<file path="src/rtl/pll_ctrl_pkg.sv">
// Shared types and constants for the ECP5 EHXPLLL sequencer.
//   state_t     : sequencer states
//   IDLE_*      : PHASESEL/PHASEDIR/PHASESTEP values held whenever no shift runs
//   SEL_*       : PHASESEL encodings for the four PLL outputs
//   phase_req_t : latched phase-shift request
package pll_ctrl_pkg;

  typedef enum logic [2:0] {
    ST_PLL_RST,
    ST_WAIT_LOCK,
    ST_IDLE,
    ST_SETUP,
    ST_STEP_LO,
    ST_STEP_HI,
    ST_FINISH
  } state_t;

  localparam logic [1:0] SEL_CLKOP  = 2'd0;
  localparam logic [1:0] SEL_CLKOS  = 2'd1;
  localparam logic [1:0] SEL_CLKOS2 = 2'd2;
  localparam logic [1:0] SEL_CLKOS3 = 2'd3;

  localparam logic [1:0] IDLE_SEL  = SEL_CLKOP;
  localparam logic       IDLE_DIR  = 1'b1;
  localparam logic       IDLE_STEP = 1'b1;

  typedef struct packed {
    logic [1:0] sel;
    logic       dir;
    logic [7:0] steps;
  } phase_req_t;

  function automatic int max_int(input int a, input int b);
    return (a > b) ? a : b;
  endfunction

endpackage

</file>
<file path="src/rtl/pll_lock_filter.sv">
// Lock qualifier: 2-flop synchronizer on the raw PLL LOCK followed by a
// saturating run-length counter.
//   clk, reset_n : reference clock, async active-low reset
//   pll_locked   : raw LOCK, asynchronous to clk
//   pll_ready    : high while the counter sits at LOCK_FILTER
//   ready_nxt    : value pll_ready takes at the next edge; lets the
//                  sequencer register req_ready in step with pll_ready
module pll_lock_filter #(
  parameter int LOCK_FILTER = 1024
) (
  input  logic clk,
  input  logic reset_n,
  input  logic pll_locked,
  output logic pll_ready,
  output logic ready_nxt
);

  localparam int CW = $clog2(LOCK_FILTER + 1);

  logic [1:0]    sync;
  logic [CW-1:0] cnt, cnt_nxt;

  // Any synchronized low sample restarts the run.
  always_comb begin
    cnt_nxt = '0;
    if (sync[1]) cnt_nxt = (cnt == CW'(LOCK_FILTER)) ? cnt : cnt + 1'b1;
  end

  assign ready_nxt = (cnt_nxt == CW'(LOCK_FILTER));

  always_ff @(posedge clk or negedge reset_n) begin
    if (!reset_n) begin
      sync      <= '0;
      cnt       <= '0;
      pll_ready <= 1'b0;
    end else begin
      sync      <= {sync[0], pll_locked};
      cnt       <= cnt_nxt;
      pll_ready <= ready_nxt;
    end
  end

endmodule

</file>
<file path="src/rtl/pll_phase_ctrl.sv">
// Sequencer for the ECP5 EHXPLLL: owns PLL reset, qualifies lock, and runs
// dynamic phase shifts on PHASESEL/PHASEDIR/PHASESTEP.
//   clk, reset_n               : 25 MHz reference clock, async active-low reset
//   pll_locked                 : raw PLL LOCK
//   req_valid/req_ready        : phase request handshake
//   req_sel/req_dir/req_steps  : output select, direction, pulse count
//   pll_rst                    : PLL RST
//   phasesel/phasedir/phasestep: PLL dynamic phase pins
//   pll_ready                  : filtered lock
//   done / aborted             : one-cycle completion / lock-loss pulses
// All outputs are registered from the next-state decode, so every pin
// changes on the same edge the state does.
module pll_phase_ctrl
  import pll_ctrl_pkg::*;
#(
  parameter int RST_CYCLES   = 16,
  parameter int LOCK_FILTER  = 1024,
  parameter int LOCK_TIMEOUT = 65536,
  parameter int SETUP_CYCLES = 2,
  parameter int STEP_PULSE   = 4
) (
  input  logic       clk,
  input  logic       reset_n,
  input  logic       pll_locked,
  input  logic       req_valid,
  output logic       req_ready,
  input  logic [1:0] req_sel,
  input  logic       req_dir,
  input  logic [7:0] req_steps,
  output logic       pll_rst,
  output logic [1:0] phasesel,
  output logic       phasedir,
  output logic       phasestep,
  output logic       pll_ready,
  output logic       done,
  output logic       aborted
);

  localparam int CMAX = max_int(max_int(RST_CYCLES, LOCK_TIMEOUT),
                                max_int(SETUP_CYCLES, STEP_PULSE));
  localparam int CW   = $clog2(CMAX + 1);

  state_t        state, nxt;
  phase_req_t    req_q, req_nxt;
  logic [CW-1:0] cnt, cnt_nxt;
  logic          ready_nxt, abort, active;

  pll_lock_filter #(.LOCK_FILTER(LOCK_FILTER)) u_filter (
    .clk        (clk),
    .reset_n    (reset_n),
    .pll_locked (pll_locked),
    .pll_ready  (pll_ready),
    .ready_nxt  (ready_nxt)
  );

  always_comb begin
    nxt     = state;
    req_nxt = req_q;
    abort   = 1'b0;
    unique case (state)
      ST_PLL_RST:   if (cnt == CW'(RST_CYCLES - 1)) nxt = ST_WAIT_LOCK;
      // Look ahead one edge so IDLE, pll_ready and req_ready appear together.
      ST_WAIT_LOCK: if (ready_nxt) nxt = ST_IDLE;
                    else if (cnt == CW'(LOCK_TIMEOUT - 1)) nxt = ST_PLL_RST;
      ST_IDLE: begin
        if (!pll_ready) nxt = ST_WAIT_LOCK;
        else if (req_valid && req_ready) begin
          nxt     = ST_SETUP;
          req_nxt = '{sel: req_sel, dir: req_dir, steps: req_steps};
        end
      end
      ST_SETUP:     if (cnt == CW'(SETUP_CYCLES - 1))
                      nxt = (req_q.steps == 8'd0) ? ST_FINISH : ST_STEP_LO;
      ST_STEP_LO:   if (cnt == CW'(STEP_PULSE - 1)) nxt = ST_STEP_HI;
      ST_STEP_HI: begin
        if (cnt == CW'(STEP_PULSE - 1)) begin
          req_nxt.steps = req_q.steps - 8'd1;
          nxt = (req_q.steps == 8'd1) ? ST_FINISH : ST_STEP_LO;
        end
      end
      ST_FINISH:    nxt = ST_IDLE;
      default:      nxt = ST_PLL_RST;
    endcase
    // Lock loss mid-shift wins over any step bookkeeping above.
    if ((state inside {ST_SETUP, ST_STEP_LO, ST_STEP_HI}) && !pll_ready) begin
      nxt           = ST_WAIT_LOCK;
      abort         = 1'b1;
      req_nxt.steps = 8'd0;
    end
  end

  // cnt measures time spent in the current state; IDLE holds it at zero.
  assign cnt_nxt = ((nxt != state) || (state == ST_IDLE)) ? '0 : cnt + 1'b1;
  assign active  = nxt inside {ST_SETUP, ST_STEP_LO, ST_STEP_HI};

  always_ff @(posedge clk or negedge reset_n) begin
    if (!reset_n) begin
      state     <= ST_PLL_RST;
      cnt       <= '0;
      req_q     <= '{sel: IDLE_SEL, dir: IDLE_DIR, steps: 8'd0};
      pll_rst   <= 1'b1;
      phasesel  <= IDLE_SEL;
      phasedir  <= IDLE_DIR;
      phasestep <= IDLE_STEP;
      req_ready <= 1'b0;
      done      <= 1'b0;
      aborted   <= 1'b0;
    end else begin
      state     <= nxt;
      cnt       <= cnt_nxt;
      req_q     <= req_nxt;
      pll_rst   <= (nxt == ST_PLL_RST);
      phasesel  <= active ? req_nxt.sel : IDLE_SEL;
      phasedir  <= active ? req_nxt.dir : IDLE_DIR;
      phasestep <= (nxt == ST_STEP_LO) ? ~IDLE_STEP : IDLE_STEP;
      req_ready <= (nxt == ST_IDLE) && ready_nxt;
      done      <= (nxt == ST_FINISH);
      aborted   <= abort;
    end
  end

endmodule

</file>
<file path="config.mk">
export PLATFORM = sky130hd
export DESIGN_NAME = pll_phase_ctrl
export DESIGN_NICKNAME = d
export VERILOG_FILES = /design/src/rtl/pll_ctrl_pkg.sv /design/src/rtl/pll_lock_filter.sv /design/src/rtl/pll_phase_ctrl.sv
export SDC_FILE = /design/constraint.sdc
export NUM_CORES = 1
export LEC_CHECK = 0
export BUFFER_PORTS_ARGS = -buffer_cell sky130_fd_sc_hd__clkbuf_2
export CAP_MARGIN = 30
export CORE_MARGIN = 10
export CORE_UTILIZATION = 48
export DETAILED_ROUTE_END_ITERATION = 8
export HOLD_SLACK_MARGIN = 0.08
export PLACE_DENSITY = 0.68
export SETUP_SLACK_MARGIN = 0.1
export SYNTH_ARGS = -nofsm -noshare
export SYNTH_HDL_FRONTEND = slang
export SYNTH_SLANG_ARGS = --single-unit
</file>
<file path="constraint.sdc">
create_clock -name clk -period 2.3 [get_ports clk]
set_input_delay 0.23 -clock clk [delete_from_list [all_inputs] [get_ports clk]]
set_output_delay 0.23 -clock clk [all_outputs]
set_load 0.02 [all_outputs]
</file>
After elaboration in Yosys (flattened, before gate mapping)

Cells that the tools add are included.
Widths: inputs -> output; s select.

Reductions and logical operators: 12
Equal/unequal tests: 22
Multiplexer cells: 25
Add/subtract/negate cells: 3

Operator list:

| cell                  | count |
|---|---|
| $mux 11               | 4 |
| $mux 3                | 10 |
| $eq 11x11->1 const B  | 2 |
| $pmux 3 s7            | 1 |
| $eq 3x3->1 const B    | 6 |
| $add 17x1->17 const B | 1 |
| $eq 17x1->1 const B   | 1 |
| $eq 17x16->1 const B  | 1 |
| $eq 17x2->1 const B   | 1 |
| $eq 17x4->1 const B   | 1 |
| $mux 17               | 1 |
| $mux 8                | 2 |
| $pmux 8 s2            | 1 |
| $eq 3x2->1 const B    | 4 |
| $add 11x1->11 const B | 1 |
| $reduce_bool 3->1     | 3 |
| $eq 8x1->1 const B    | 1 |
| $logic_not 8->1       | 1 |
| $sub 8x1->8 const B   | 1 |
| $logic_not 3->1       | 2 |
| $mux 2                | 3 |
| $ne 3x2->1 const B    | 2 |
| $reduce_and 4->1      | 1 |
| $eq 3x1->1 const B    | 1 |
| other kinds (6)       | 10 |

Bits in registers: 53
Logic and storage cells: 77
Input port bits: 15

Longest topological paths before layout

Depth after elaboration: 10
Mapped depth: 11

By module

A second synthesis with hierarchy kept.

Cells, all modules: 308
Area total of the unflattened synthesis: 3,099.2 um^2

Modules (own cells, without submodules):

| module          | area an instance (um^2) | cells each | times used | seq. area each (um^2) |
|---|---|---|---|---|
| pll_phase_ctrl  | 2,268.4                 | 225        | 1          | 980.9 |
| pll_lock_filter | 830.8                   | 83         | 1          | 350.3 |

Worst setup path after synthesis

No wires, ideal clock.

Path kind: flip-flop to flip-flop
From: register u_filter.cnt[0]
To: register phasestep
Cell stages (with the launch flop): 12
Data required time: 2.208 ns
Path slack: -0.056 ns
Path buffers: 1
Arrival time: 2.264 ns
Cell sequence: dfrtp_1 > buf_2 > inv_1 > ha_1 > and4bb_2 > a31o_2 > nor2_1 > nor4_1 > nand3_2 > inv_2 > o31ai_1 > or3b_2

Word-level cells in the longest chain between the ends: 9
Elaborated cells between the ends (all ways): 10
Classes of those cells: add/sub (1); eq/ne (3); mux (6)

RTL lines:

| what                                                 | line                  | text |
|---|---|---|
| from (decl)                                          | pll_lock_filter.sv:21 | `logic [CW-1:0] cnt, cnt_nxt;` |
| from (signal assigned)                               | pll_lock_filter.sv:38 | `cnt <= cnt_nxt;` |
| $add 11x1->11 / $eq 11x11->1 (equally long branches) | pll_lock_filter.sv:26 | `if (sync[1]) cnt_nxt = (cnt == CW'(LOCK_FILTER)) ? cnt : cnt + 1'b1;` |
| $mux 11 * (2 in series)                              | pll_lock_filter.sv:26 |  |
| via u_filter.cnt_nxt[2]                              | pll_lock_filter.sv:21 |  |
| $eq 11x11->1 *                                       | pll_lock_filter.sv:29 | `assign ready_nxt = (cnt_nxt == CW'(LOCK_FILTER));` |
| via ready_nxt                                        | pll_phase_ctrl.sv:46  | `logic ready_nxt, abort, active;` |
| $mux 3 *                                             | pll_phase_ctrl.sv:63  | `ST_WAIT_LOCK: if (ready_nxt) nxt = ST_IDLE;` |
| $pmux 3 s7 *                                         | pll_phase_ctrl.sv:60  | `unique case (state)` |
| $mux 3 *                                             | pll_phase_ctrl.sv:85  | `if ((state inside {ST_SETUP, ST_STEP_LO, ST_STEP_HI}) && !pll_ready) begin` |
| via nxt[0]                                           | pll_phase_ctrl.sv:43  | `state_t state, nxt;` |
| $eq 3x3->1 *                                         | pll_phase_ctrl.sv:115 | `phasestep <= (nxt == ST_STEP_LO) ? ~IDLE_STEP : IDLE_STEP;` |
| $mux 1 *                                             | pll_phase_ctrl.sv:115 |  |
| to (signal assigned)                                 | pll_phase_ctrl.sv:115 |  |
| to (decl)                                            | pll_phase_ctrl.sv:33  | `output logic phasestep,` |

The timed path passes the listed nets; every way through them passes the cells marked *.
A chain may end at the register's enable or synchronous reset.

Worst setup path after layout

From: register u_filter.cnt[0]
To: register cnt[15]

Word-level cells in the longest chain between the ends: 10
Elaborated cells between the ends (all ways): 11
Classes of those cells: add/sub (1); eq/ne (3); mux (6); reduce/logical (1)

RTL lines:

| what                                                 | line                  | text |
|---|---|---|
| $add 11x1->11 / $eq 11x11->1 (equally long branches) | pll_lock_filter.sv:26 |  |
| $mux 11 * (2 in series)                              | pll_lock_filter.sv:26 |  |
| $eq 11x11->1 *                                       | pll_lock_filter.sv:29 |  |
| $mux 3 *                                             | pll_phase_ctrl.sv:63  |  |
| $pmux 3 s7 *                                         | pll_phase_ctrl.sv:60  |  |
| $mux 3 *                                             | pll_phase_ctrl.sv:85  |  |
| $ne 3x3->1 *                                         | pll_phase_ctrl.sv:93  | `assign cnt_nxt = ((nxt != state) \|\| (state == ST_IDLE)) ? '0 : cnt + 1'b1;` |
| $logic_or 1x1->1 *                                   | pll_phase_ctrl.sv:93  |  |
| $mux 17 *                                            | pll_phase_ctrl.sv:93  |  |
| via cnt_nxt[15]                                      | pll_phase_ctrl.sv:45  | `logic [CW-1:0] cnt, cnt_nxt;` |
| to (signal assigned)                                 | pll_phase_ctrl.sv:110 | `cnt <= cnt_nxt;` |
| to (decl)                                            | pll_phase_ctrl.sv:45  |  |

Marks and branches as above.

==> impl_results.md <==
- Final Non-Filler Cells: between 400 and 500
- Min Tclk post-route: between 2 and 2.5 ns
- Failing checks: setup timing
- # port buffers: 23
- Initial antenna violation count: 0
- Area of the die: 9660 µm²
- Commonest non-fill, non-tap cells in the layout: buf_4, dfrtp_1, nand2_1
- Initial Util: 0.497
- Worst hold path class: primary input to flip-flop
- Distinct cells, synth: between 50 and 60
- Starting DRT DRC Count: about 150
- First-pass DRT Iterations: 4
- Upper clock frequency limit: 420 MHz
- Syn_nets: about 340
- GRT Total Usage: 0.142
- Nets: 434
- Fin Setup TNS: -0.908 ns
- Vias in the first global route: 2530
- Area leader, netlist: dfrtp_1
- Seq cells post-synth: 53
- # IOs: 24
- CTS root buffer: clkbuf_8
- First-pass GRT wire length: around 12000 µm
- Yosys warns: 0
- WP data required: approximately 2.5 ns
- Post-Place Cells: around 450
- Finished Cell Area: just over 4000 µm²
- Nature of the critical path startpoint: flip-flop
- Internal power: ~1.2 mW
- Total routed wirelength: approximately 8000 µm
- Static Leakage: ~1.8 nW
- Worst-path fanout max: 8
- GRT overflow: 0
- Netlist Area Pre-Place: 2940 µm²
- Clock-pin slew on the worst setup and hold paths: about 0.10 ns
- Post-DR vias/cell: 5.66
- RSZ-0062 raised after global routing: true
- Largest net degree at the start of global routing: 29
- Tightest Pin Transition: 0.678 ns
- Peak supply drop: approximately 0.24 mV
- Clk buf depth: 2
- Post-synth top flop: dfrtp_1
- Sequential share of power: 0.588
- Status: complete, but fails checks
- Layout Skew: slightly above 0.008 ns
- Commonest non-fill, non-tap cell in the layout: buf_4
- Setup ws final: -0.0795 ns
- # diodes: 0
- Final ANT Viol Nets: 0
- P_sw: 0.395 mW
- Post-synth ARST share: 1.00
- Worst reg2reg path depth: 12
- PwrDens: 389 nW/µm²
- Final setup violating endpoints: 19
- Arr. time, crit path: between 2 and 3 ns
- Final Hold Vio Count: 0
- Max-slew violations: 0
- Layout cell share with drive strength beyond 1: 0.431
- Drt drc: 0
- Dpl hpwl: between 5000 and 6000 µm
- Via Count: roughly 2800
- CTS Buf Count: 5
- Switch share: 0.246
- Design Power: between 1.5 and 2 mW
- Share of the synthesized area in the top cell type: 0.417
- Critical path class: flip-flop to flip-flop
- WL/cell: ~16 µm
- TritonCTS sink count: 53
- Sequential fraction of the synthesis area: 0.453
- Core area: ~6000 µm²
- Combinational fraction of design power: 0.066
- Die extent in x: roughly 98 µm
- Clock Latency Late Sink: 0.31 ns
- Slew headroom: 0.548
- Site row count: 28
- Part of the cycle the worst path needs: 1.03
- CTS tree: done
- Clock power share: 0.346
- Syn Area/Cell: slightly above 9 µm²
- DP Area: 3480 µm²
- CP endpoint kind: flip-flop
- Gate count of the mapped netlist: ~320
- Gp weighted congestion: between 0.8 and 0.9
- Ranking of synthesized cells by area: dfrtp_1, xnor2_1, nor2_1
- Hold depth: 2
- Die Ht: around 98 µm
- Area Growth Syn to Fin: 40.4%
- CTS HTree Levels: 2
- Post-synth EDFFs: 0
- # Max-Cap Violations: 0
-- logic make-up after synthesis --
| logic type | synth area share |
|---|---|
| mux | 0.0145 |
| compound gates | 0.120 |
| xor+xnor | 0.0745 |
| simple gates | 0.273 |
| fa+ha+maj | 0.0298 |
| buf+inv | 0.0349 |
| flops | 0.453 |
-- stage by stage --
step,worst slack (ns),utilization,hold WS [ns]
after floorplan,0.0796,-,-0.0656
after global routing,-0.144,0.697,0.156
after detailed placement,-0.136,0.588,0.296
after CTS,-0.0273,0.622,0.162
after global placement,-0.0695,0.588,0.289
final,-0.0795,0.697,0.162
-- cells in the mapped netlist, types with 2 or more instances --
| cell type | number |
|---|---|
| nor3_1 | 11 |
| nand3_1 | 19 |
| xor2_1 | 6 |
| mux2_2 | 2 |
| dfrtp_1 | 49 |
| and2_1 | 3 |
| dfstp_2 | 4 |
| nand4_1 | 4 |
| and4_1 | 4 |
| nand3b_1 | 2 |
| nand2b_1 | 2 |
| nor2b_1 | 2 |
| o21ai_0 | 16 |
| a22oi_1 | 3 |
| clkbuf_1 | 2 |
| buf_2 | 4 |
| or3_1 | 3 |
| nor3b_1 | 6 |
| or3b_2 | 2 |
| xnor2_1 | 19 |
| inv_1 | 12 |
| a31o_2 | 3 |
| nor4_1 | 4 |
| a21oi_1 | 12 |
| a31oi_1 | 4 |
| mux2i_1 | 2 |
| and3_1 | 6 |
| ha_1 | 7 |
| buf_4 | 2 |
| o211ai_1 | 2 |
| nand2_1 | 36 |
| nor2_1 | 41 |
| o31ai_1 | 3 |
-- state kept, by name, indices dropped and copies added (netlist names), 2 cells and up --
name / flops
state: 3
u_filter.sync: 2
req_q: 11
u_filter.cnt: 11
cnt: 17
phasesel: 2
-- power groups by stage --
stage,logic (mW),registers [mW],clock network (mW)
after floorplan,0.0269,0.961,0
after global placement,0.0742,0.961,0
after detailed placement,0.0757,0.961,0
after CTS,0.0830,0.945,0.563
after global routing,0.117,0.946,0.602
final,0.106,0.945,0.556
-- metal layers --
metal | up-vias | GRT usage | wire length (µm)
met5 | - | 0 | 0
met4 | 0 | 0.0364 | 113
met3 | 11 | 0.0310 | 382
met2 | 81 | 0.238 | 4040
met1 | 1359 | 0.180 | 3460
li1 | 1313 | - | -
-- worst paths after layout --
path,start,endpoint,slack [ns]
max,u_filter.cnt[0],cnt[15],-0.08
min,req_dir,req_q[8],0.16
max reg2reg,u_filter.cnt[0],cnt[15],-0.08
min reg2reg,u_filter.sync[0],u_filter.sync[1],0.36
max in group asynchronous,reset_n,req_q[8],1.17
min in group asynchronous,reset_n,phasesel[1],0.47
-- area by class of cell --
type                    instances  area (µm²)
clock inverters                 3        25.0
multi-input cells             246        1850
flip-flops and latches         53        1340
repair buffers                 93         707
inverters                      13        48.8
well taps                      75        93.8
clock buffers                   5        68.8
fillers                       446        1790
-- worst max-delay path, stage by stage (launching register included) --
cell,delay (ns)
dfrtp_2,0.44
inv_2,0.08
ha_4,0.13
and4bb_2,0.27
buf_6,0.11
nand3_4,0.08
o31a_4,0.38
o21ai_4,0.08
nand3_2,0.11
buf_6,0.14
a21oi_4,0.21
clkbuf_16,0.21
nor2_2,0.05
-- timing repair --
action / CTS / global route
cloned: 0 / 1
pin swaps: 9 / 18
buffers inserted: 3 / 22
gates resized for setup: 14 / 64
hold buffers: 2 / 0
endpoints found under the setup margin: 25 / 31
hold endpoints to repair: 24 / 0
Power figures use the tool's default switching activity.
